===== src/rtl/fwd_hazard_unit.sv =====
// fwd_hazard_unit
// Forwarding and load-use hazard unit for a classic 5-stage pipeline.
// Shadows the destination metadata of the EX, MEM and WB stages internally,
// derives the per-operand ALU forward selects for the EX instruction and
// raises a one-cycle stall (with bubble) when the ID instruction consumes
// the result of a load that is currently in EX.
//
// Record layout:
//   EX  : valid, rd, regwrite, is_load, src[NUM_SRC]
//   MEM : valid, rd, regwrite, is_load
//   WB  : valid, rd, regwrite
// WB's is_load flag and the MEM/WB source ids are never consulted by any
// output, so they are not stored.

module fwd_hazard_unit #(
    parameter int REG_W   = 4,
    parameter int NUM_SRC = 2,
    parameter int CNT_W   = 16
) (
    input  logic                     clk,
    input  logic                     rst_n,
    input  logic                     id_valid,
    input  logic [REG_W-1:0]         id_rd,
    input  logic                     id_regwrite,
    input  logic                     id_is_load,
    input  logic [NUM_SRC*REG_W-1:0] id_src,
    input  logic                     flush,
    input  logic                     ext_stall,
    output logic [2*NUM_SRC-1:0]     fwd_sel,
    output logic                     hazard_stall,
    output logic [CNT_W-1:0]         stall_count
);

    // ------------------------------------------------------------------
    // Stage records
    // ------------------------------------------------------------------
    // Valid bits are reset; the payload fields are don't-care while the
    // matching valid bit is low, so they carry no reset.
    logic                     ex_valid_reg;
    logic [REG_W-1:0]         ex_rd_reg;
    logic                     ex_regwrite_reg;
    logic                     ex_is_load_reg;
    logic [NUM_SRC*REG_W-1:0] ex_src_reg;

    logic                     mem_valid_reg;
    logic [REG_W-1:0]         mem_rd_reg;
    logic                     mem_regwrite_reg;
    logic                     mem_is_load_reg;

    logic                     wb_valid_reg;
    logic [REG_W-1:0]         wb_rd_reg;
    logic                     wb_regwrite_reg;

    logic [CNT_W-1:0]         stall_count_reg;
    logic [CNT_W-1:0]         stall_count_next;

    // ------------------------------------------------------------------
    // Per-stage qualifiers that do not depend on the register being
    // compared; r0 is hardwired zero and never produces a forward.
    // ------------------------------------------------------------------
    logic ex_load_wr;   // EX holds a load that writes a non-zero register
    logic mem_fwd_ok;   // MEM can supply a forward (non-load writer)
    logic wb_wr_ok;     // WB writes a non-zero register

    assign ex_load_wr = ex_valid_reg & ex_regwrite_reg & ex_is_load_reg
                      & (ex_rd_reg != '0);
    assign mem_fwd_ok = mem_valid_reg & mem_regwrite_reg & ~mem_is_load_reg
                      & (mem_rd_reg != '0);
    assign wb_wr_ok   = wb_valid_reg & wb_regwrite_reg & (wb_rd_reg != '0);

    // ------------------------------------------------------------------
    // Per-operand compares: ID sources against the load in EX, and EX
    // sources against the MEM/WB producers.
    // ------------------------------------------------------------------
    logic [NUM_SRC-1:0] id_src_hit;
    logic [NUM_SRC-1:0] mem_hit;
    logic [NUM_SRC-1:0] wb_hit;

    genvar gi;
    generate
        for (gi = 0; gi < NUM_SRC; gi++) begin : g_src
            logic [REG_W-1:0] ex_src_i;
            logic [REG_W-1:0] id_src_i;

            assign ex_src_i = ex_src_reg[gi*REG_W +: REG_W];
            assign id_src_i = id_src[gi*REG_W +: REG_W];

            assign id_src_hit[gi] = (id_src_i == ex_rd_reg);
            assign mem_hit[gi]    = mem_fwd_ok & (mem_rd_reg == ex_src_i);
            assign wb_hit[gi]     = wb_wr_ok   & (wb_rd_reg  == ex_src_i);

            // MEM has priority over WB because it holds the younger value.
            assign fwd_sel[2*gi +: 2] = ~ex_valid_reg ? 2'b00 :
                                        mem_hit[gi]   ? 2'b10 :
                                        wb_hit[gi]    ? 2'b01 :
                                                        2'b00;
        end
    endgenerate

    // A branch flush kills the dependent ID instruction, so it suppresses
    // the stall as well.
    assign hazard_stall = id_valid & ex_load_wr & (|id_src_hit) & ~flush;

    assign stall_count = stall_count_reg;

    // Saturating increment of the stall counter.
    always_comb begin
        stall_count_next = stall_count_reg;
        if (stall_count_reg != '1) begin
            stall_count_next = stall_count_reg + CNT_W'(1);
        end
    end

    // Valid bits and stall counter: cleared on reset, frozen on ext_stall,
    // otherwise shift down the pipe with a bubble on flush or stall.
    always_ff @(posedge clk) begin
        if (!rst_n) begin
            ex_valid_reg    <= 1'b0;
            mem_valid_reg   <= 1'b0;
            wb_valid_reg    <= 1'b0;
            stall_count_reg <= '0;
        end else if (!ext_stall) begin
            wb_valid_reg  <= mem_valid_reg;
            mem_valid_reg <= ex_valid_reg;
            if (flush || hazard_stall) begin
                ex_valid_reg <= 1'b0;
            end else begin
                ex_valid_reg <= id_valid;
            end
            if (hazard_stall) begin
                stall_count_reg <= stall_count_next;
            end
        end
    end

    // Record payloads: load unconditionally whenever the pipe advances;
    // a bubble's payload is never observed because its valid bit is low.
    always_ff @(posedge clk) begin
        if (!ext_stall) begin
            ex_rd_reg        <= id_rd;
            ex_regwrite_reg  <= id_regwrite;
            ex_is_load_reg   <= id_is_load;
            ex_src_reg       <= id_src;

            mem_rd_reg       <= ex_rd_reg;
            mem_regwrite_reg <= ex_regwrite_reg;
            mem_is_load_reg  <= ex_is_load_reg;

            wb_rd_reg        <= mem_rd_reg;
            wb_regwrite_reg  <= mem_regwrite_reg;
        end
    end

endmodule


===== config.mk =====
export PLATFORM = sky130hd
export DESIGN_NAME = fwd_hazard_unit
export DESIGN_NICKNAME = d
export VERILOG_FILES = /design/src/rtl/fwd_hazard_unit.sv
export SDC_FILE = /design/constraint.sdc
export NUM_CORES = 1
export LEC_CHECK = 0
export CAP_MARGIN = 20
export CELL_PAD_IN_SITES_DETAIL_PLACEMENT = 1
export CELL_PAD_IN_SITES_GLOBAL_PLACEMENT = 1
export CORE_ASPECT_RATIO = 1.4
export CORE_UTILIZATION = 41
export CTS_CLUSTER_SIZE = 12
export DETAILED_ROUTE_END_ITERATION = 6
export GPL_TIMING_DRIVEN = 1
export PLACE_DENSITY = 0.78
export SLEW_MARGIN = 20
export SYNTH_ARGS = -nofsm -noshare
export SYNTH_HDL_FRONTEND = slang
export SYNTH_SLANG_ARGS = --single-unit

===== constraint.sdc =====
create_clock -name clk -period 2.15 [get_ports clk]
set_input_delay 0.3225 -clock clk [delete_from_list [all_inputs] [get_ports clk]]
set_output_delay 0.3225 -clock clk [all_outputs]
set_load 0.05 [all_outputs]

==> metrics, run 1 <==
PnR worst setup slack -168 ps; Worst Skew 6.52 ps; status finished, violations left; # Max-Cap Violations 0; GR Overflow Total 0; Mapped Cells 189; WHS Endpoint wb_regwrite_reg; H-tree depth 2; Netlist Area Pre-Place 2150 sq um; layout cells sized above 1 roughly 27%; DR vias between 1500 and 2000; WP data arrival 2000 ps; Iteration-0 DRC Markers 69; Hold Path Depth 0; YS warnings 0; Layout Nets about 280; crit path launch type register; Initial Util between 40% and 50%; initial antenna violation count 0; worst-margin pin slew ~510 ps; WP buf/inv 3; critical path endpoint category output port; Residual DRC 0; max reg flops 16; Tcrit/Tclk final 108%; R2R Setup Slk -30 ps; Detail Route Antenna Nets 0; largest net degree at the start of global routing 24; Yosys cell types 38; WS Path Type register to output port; max_slew headroom 66.0%; leakage 1.03 nW; Core ar. ~5000 sq um; crit-path max FO 6; clock sink total 44; final setup TNS -199 ps; antenna diode count 0; DR WL/cell between 15 and 20 microns; VDD IR-drop max 0.322 mV; Syn-to-layout area delta 45.3%; Worst R2R Start ex_rd_reg[2]; gpl congestion 0.818; final hold viol count 0; max frequency 431 MHz; die area 5540 sq um; syn nets 209; first-pass GRT wire length 8.88 mm; critical-path cell list buf_4 > nor4_1 > nor2_1 > o21ai_2 > buf_6 > nor2_4 > buf_12; Clock Latency Late Sink 300 ps; Total GRT Usage 21.1%; sequential share of the synthesized area 52.6%; DRT Pass-1 Iters 4; drt total wl 6.19 mm; Placement Cell Area between 2000 and 3000 sq um; Pwr Total about 1.8 mW; worst r2r dst stall_count[0]; violations in the final reports setup timing; Cell Pwr Density just under 600 nW/um^2; WP depth 7; HP Start mem_regwrite_reg; I/O Pins 40; crit-path leading delay family simple AND/OR/NAND/NOR gates; clock buffer depth 2; Hold Path Class register to register; CTS tree done; Post-Place Setup Slack -225 ps; Final Setup Violations 2; Seq cells post-synth 44; worst reg2reg path depth 9; DP Wirelength 4.04 mm; Root Buffer clkbuf_8; Critical Path RT 1830 ps; Num CTS Buffers 5; Die Y 87.7 microns; RSZ-0062 raised after global routing yes; Die X 63.2 microns; Via-to-Cell Ratio 5.39; row count 30; fin crit period 2320 ps; slowest stage delay, CP 470 ps; Clk pin slew, worst setup/hold paths 90 ps; I/O Buffers 39; Mapped Avg Cell Area ~11 sq um; max-slew violations 0; hold buffers post-CTS 0; worst hold slack 467 ps; Finished Cell Area 3130 sq um; vias in the first global route 1822; Max stage delay cell, worst path edfxtp_1
-- cells in the final DEF (no fill, tap or decap), types with 2 or more instances in the layout --
master           instances
xnor2_1                 16
buf_12                   5
clkbuf_8                 5
xor2_1                   7
edfxtp_1                25
buf_6                    2
or3_1                    3
nor2_1                   8
nand2b_1                10
nand4_1                 10
or4_4                    2
buf_4                   23
nand3_1                  2
dfxtp_1                 17
or4_1                    4
a21oi_2                  3
nand2_1                 16
a21oi_1                  2
nor4_1                   2
nor4_2                   2
o31ai_1                  2
nor4_4                   6
and2_1                   3
dfxtp_2                  2
o21a_1                   3
inv_1                    3
nor3_2                   4
mux2i_1                 11
clkdlybuf4s50_1         34
-- per-layer routing --
layer	part of all wire, %	wire [microns]	up-vias	track usage [%]
met4	1.1	70	0	7.85
met2	59	3630	34	41.3
li1	-	-	839	-
met5	0	0	-	0
met1	37	2320	852	22.2
met3	2.7	170	5	3.91
-- how the worst max path moves through the flow --
| stage | endpoint | slack, ps | start |
|---|---|---|---|
| after floorplan | stall_count[10] | 30 | stall_count[2] |
| after global placement | stall_count[11] | -140 | id_src[1] |
| after detailed placement | stall_count[14] | -230 | id_src[5] |
| after CTS | hazard_stall | -30 | ex_rd_reg[0] |
| after global routing | hazard_stall | -260 | ex_rd_reg[0] |
| final | hazard_stall | -170 | ex_rd_reg[0] |
-- kinds of logic after synthesis --
logic type                 synth area share, %
AOI/OAI and AO/OA                         5.70
buffers and inverters                     1.80
and+or+nand+nor                           24.4
adders and majority gates                0.582
muxes                                     5.12
xor gates and xnor gates                  9.77
DFF                                       52.6
-- area by class of cell --
type,instances,area (sq um)
sequential,44,1130
timing repair buffer,65,641
clock inverter,3,46.3
inverter,3,11.3
tap,64,80.1
fill,535,1830
multi-input combinational,137,1140
clock buffer,5,68.8
-- synth_stat cells, drive strengths merged --
cell type  instances  area share (%)
o211ai             1            0.58
or4                6             2.3
nor3               5             1.2
o21ai              3            0.70
a22oi              1            0.35
or2                1            0.29
o31a               1            0.41
and3               1            0.29
xnor2             16             6.5
and2               3            0.87
nor3b              2            0.70
a21oi              5             1.2
edfxtp            25              35
o31ai              3             1.0
xor2               8             3.3
nand2             16             2.8
nand3              3            0.93
or3b               1            0.41
o41ai              1            0.41
ha                 1            0.58
mux2i             11             5.1
inv                3            0.52
nand2b            10             2.9
o21a               3             1.0
dfxtp             19              18
or3                4             1.2
nor4              10             4.7
buf                2            0.76
clkbuf             3            0.52
nor2              10             2.5
nand4             11             3.5
-- power breakdown --
group	switching, mW	internal (mW)
combinational	0.0879	0.102
sequential	0.0398	0.931
clock	0.306	0.350
-- stage by stage --
stage / instances / util, %
floorplan: 189 / -
global placement: 300 / 55.6
detailed placement: 300 / 55.6
CTS: 313 / 59.0
global route: 321 / 63.1
finish: 321 / 63.1
-- timing repair --
action,CTS,global route
pin swaps,1,7
resized for setup,3,24
setup endpoints to repair,2,14
cloned,0,1
setup buffers,5,7
Note: power is estimated with default switching activity, not from simulation.
==> run 2, diff against run 1 <==
--- a/config.mk
+++ b/config.mk
@@ -9,12 +9,12 @@
 export CELL_PAD_IN_SITES_DETAIL_PLACEMENT = 1
 export CELL_PAD_IN_SITES_GLOBAL_PLACEMENT = 1
 export CORE_ASPECT_RATIO = 1.4
+export CORE_MARGIN = 3
 export CORE_UTILIZATION = 41
-export CTS_CLUSTER_SIZE = 12
 export DETAILED_ROUTE_END_ITERATION = 6
 export GPL_TIMING_DRIVEN = 1
 export PLACE_DENSITY = 0.78
-export SLEW_MARGIN = 20
+export SLEW_MARGIN = 25
 export SYNTH_ARGS = -nofsm -noshare
 export SYNTH_HDL_FRONTEND = slang
 export SYNTH_SLANG_ARGS = --single-unit
==> metrics, run 2 (synthesized netlist as in run 1, its figures left out) <==
vias in the first global route 1789; largest net degree at the start of global routing 24; CTS tree done; Core ar. between 4000 and 5000 sq um; H-tree depth 2; Via-to-Cell Ratio approximately 5.3; leakage 1.01 nW; VDD IR-drop max 0.334 mV; fin crit period between 2000 and 2500 ps; RSZ-0062 raised after global routing yes; WS Path Type input port to output port; Root Buffer clkbuf_8; DR vias 1674; die area just over 6000 sq um; antenna diode count 0; max reg flops 16; Layout Nets 271; max-slew violations 0; Iteration-0 DRC Markers between 40 and 50; Cell Pwr Density 600 nW/um^2; Die X 67.2 microns; row count 30; clock sink total 44; I/O Buffers 39; DP Wirelength 4.13 mm; initial antenna violation count 0; commonest non-fill, non-tap cell in the layout clkdlybuf4s50_1; Worst Skew 10.0 ps; Total GRT Usage 18.8%; Final Setup Violations 0; max frequency 467 MHz; DRT Pass-1 Iters 4; worst hold slack 300 ps; Detail Route Antenna Nets 0; final setup TNS 0 ps; Num CTS Buffers 5; Syn-to-layout area delta 40.1%; PnR worst setup slack roughly 6.6 ps; GR Overflow Total 0; Initial Util 43.4%; drt total wl 5.82 mm; worst-margin pin slew 509 ps; Residual DRC 0; # placed instances approximately 300; crit path launch type input port; crit-path max FO 4; Tcrit/Tclk final 99.7%; critical path endpoint category output port; WHS Endpoint ex_src_reg[1]; Die Y approximately 92 microns; worst r2r dst stall_count[14]; WP data arrival 1820 ps; Setup crit start id_src[5]; most frequent cells in the layout 33 x clkdlybuf4s50_1, 25 x edfxtp_1, 20 x buf_4; # Max-Cap Violations 0; Hold Path Class input port to register; Hold Path Depth 1; status completed; I/O Pins 40; Pwr Total 1.81 mW; Post-Place Setup Slack -213 ps; number of fill cells roughly 540; Worst R2R Start ex_rd_reg[1]; worst reg2reg path depth 7; max_slew headroom 66.0%; clock buffer depth 2; Clock Latency Late Sink slightly above 300 ps; Clk pin slew, worst setup/hold paths 100 ps; layout cells sized above 1 24.2%; Finished Layout Cells roughly 320; gpl congestion 0.772; R2R Setup Slk roughly 30 ps; first-pass GRT wire length 8.78 mm; final hold viol count 0; DR WL/cell 18.4 microns; Critical Path RT 1830 ps; HP Start id_src[1]
[run 2: changes by cell type in the layout (fill, tap and decap cells not counted), sizes merged]
cell / before / now
dlymetal6s2s: 0 / 1
clkdlybuf4s50: 34 / 33
buf: 31 / 26
[run 2: power by group]
group	internal (mW)	switching (mW)	total (mW)
Combinational	0.0963	0.0819	0.178
Sequential	0.931	0.0393	0.971
Clock	0.350	0.309	0.659
Total	1.38	0.430	1.81
[run 2: stage by stage]
stage,util (%),area [sq um]
floorplan,-,2170
global placement,55.2,2740
detailed placement,55.2,2740
CTS,58.8,2910
global route,60.8,3010
finish,60.8,3010
[run 2: critical path, cell delays in order]
cell             delay (ps)
clkdlybuf4s50_1         460
xor2_1                  200
nor4_2                  330
o21ai_1                 120
buf_6                   150
nor2_4                   90
buf_12                  140
[run 2: worst max-delay path by stage]
stage,endpoint,slack (ps)
2_1_floorplan,stall_count[10],30
3_3_place_gp,stall_count[3],-130
3_5_place_dp,stall_count[14],-210
4_1_cts,hazard_stall,-20
5_1_grt,hazard_stall,-110
6_report,hazard_stall,7
[run 2: layout make-up]
type / instances / area [sq um] / area share (%)
clock inverter: 3 / 46.3 / 1.54
clock buffer: 5 / 68.8 / 2.28
timing repair buffer: 60 / 596 / 19.8
multi-input combinational: 137 / 1080 / 35.8
sequential: 44 / 1130 / 37.6
inverter: 3 / 11.3 / 0.374
tap: 64 / 80.1 / 2.66
[run 2: metal layers]
layer / vias to the layer above / track usage, % / wire [microns]
met3: 8 / 3.43 / 185
met4: 0 / 7.45 / 104
met2: 32 / 34.3 / 3320
met5: - / 0 / 0
li1: 818 / - / -
met1: 816 / 20.7 / 2210
[run 2: timing repair]
action	4_1_cts	5_1_grt
pin swaps	3	6
gates resized for setup	3	14
endpoints found under the hold margin	0	0
buffers inserted	6	3
hold buffers	0	0
setup endpoints to repair	5	11
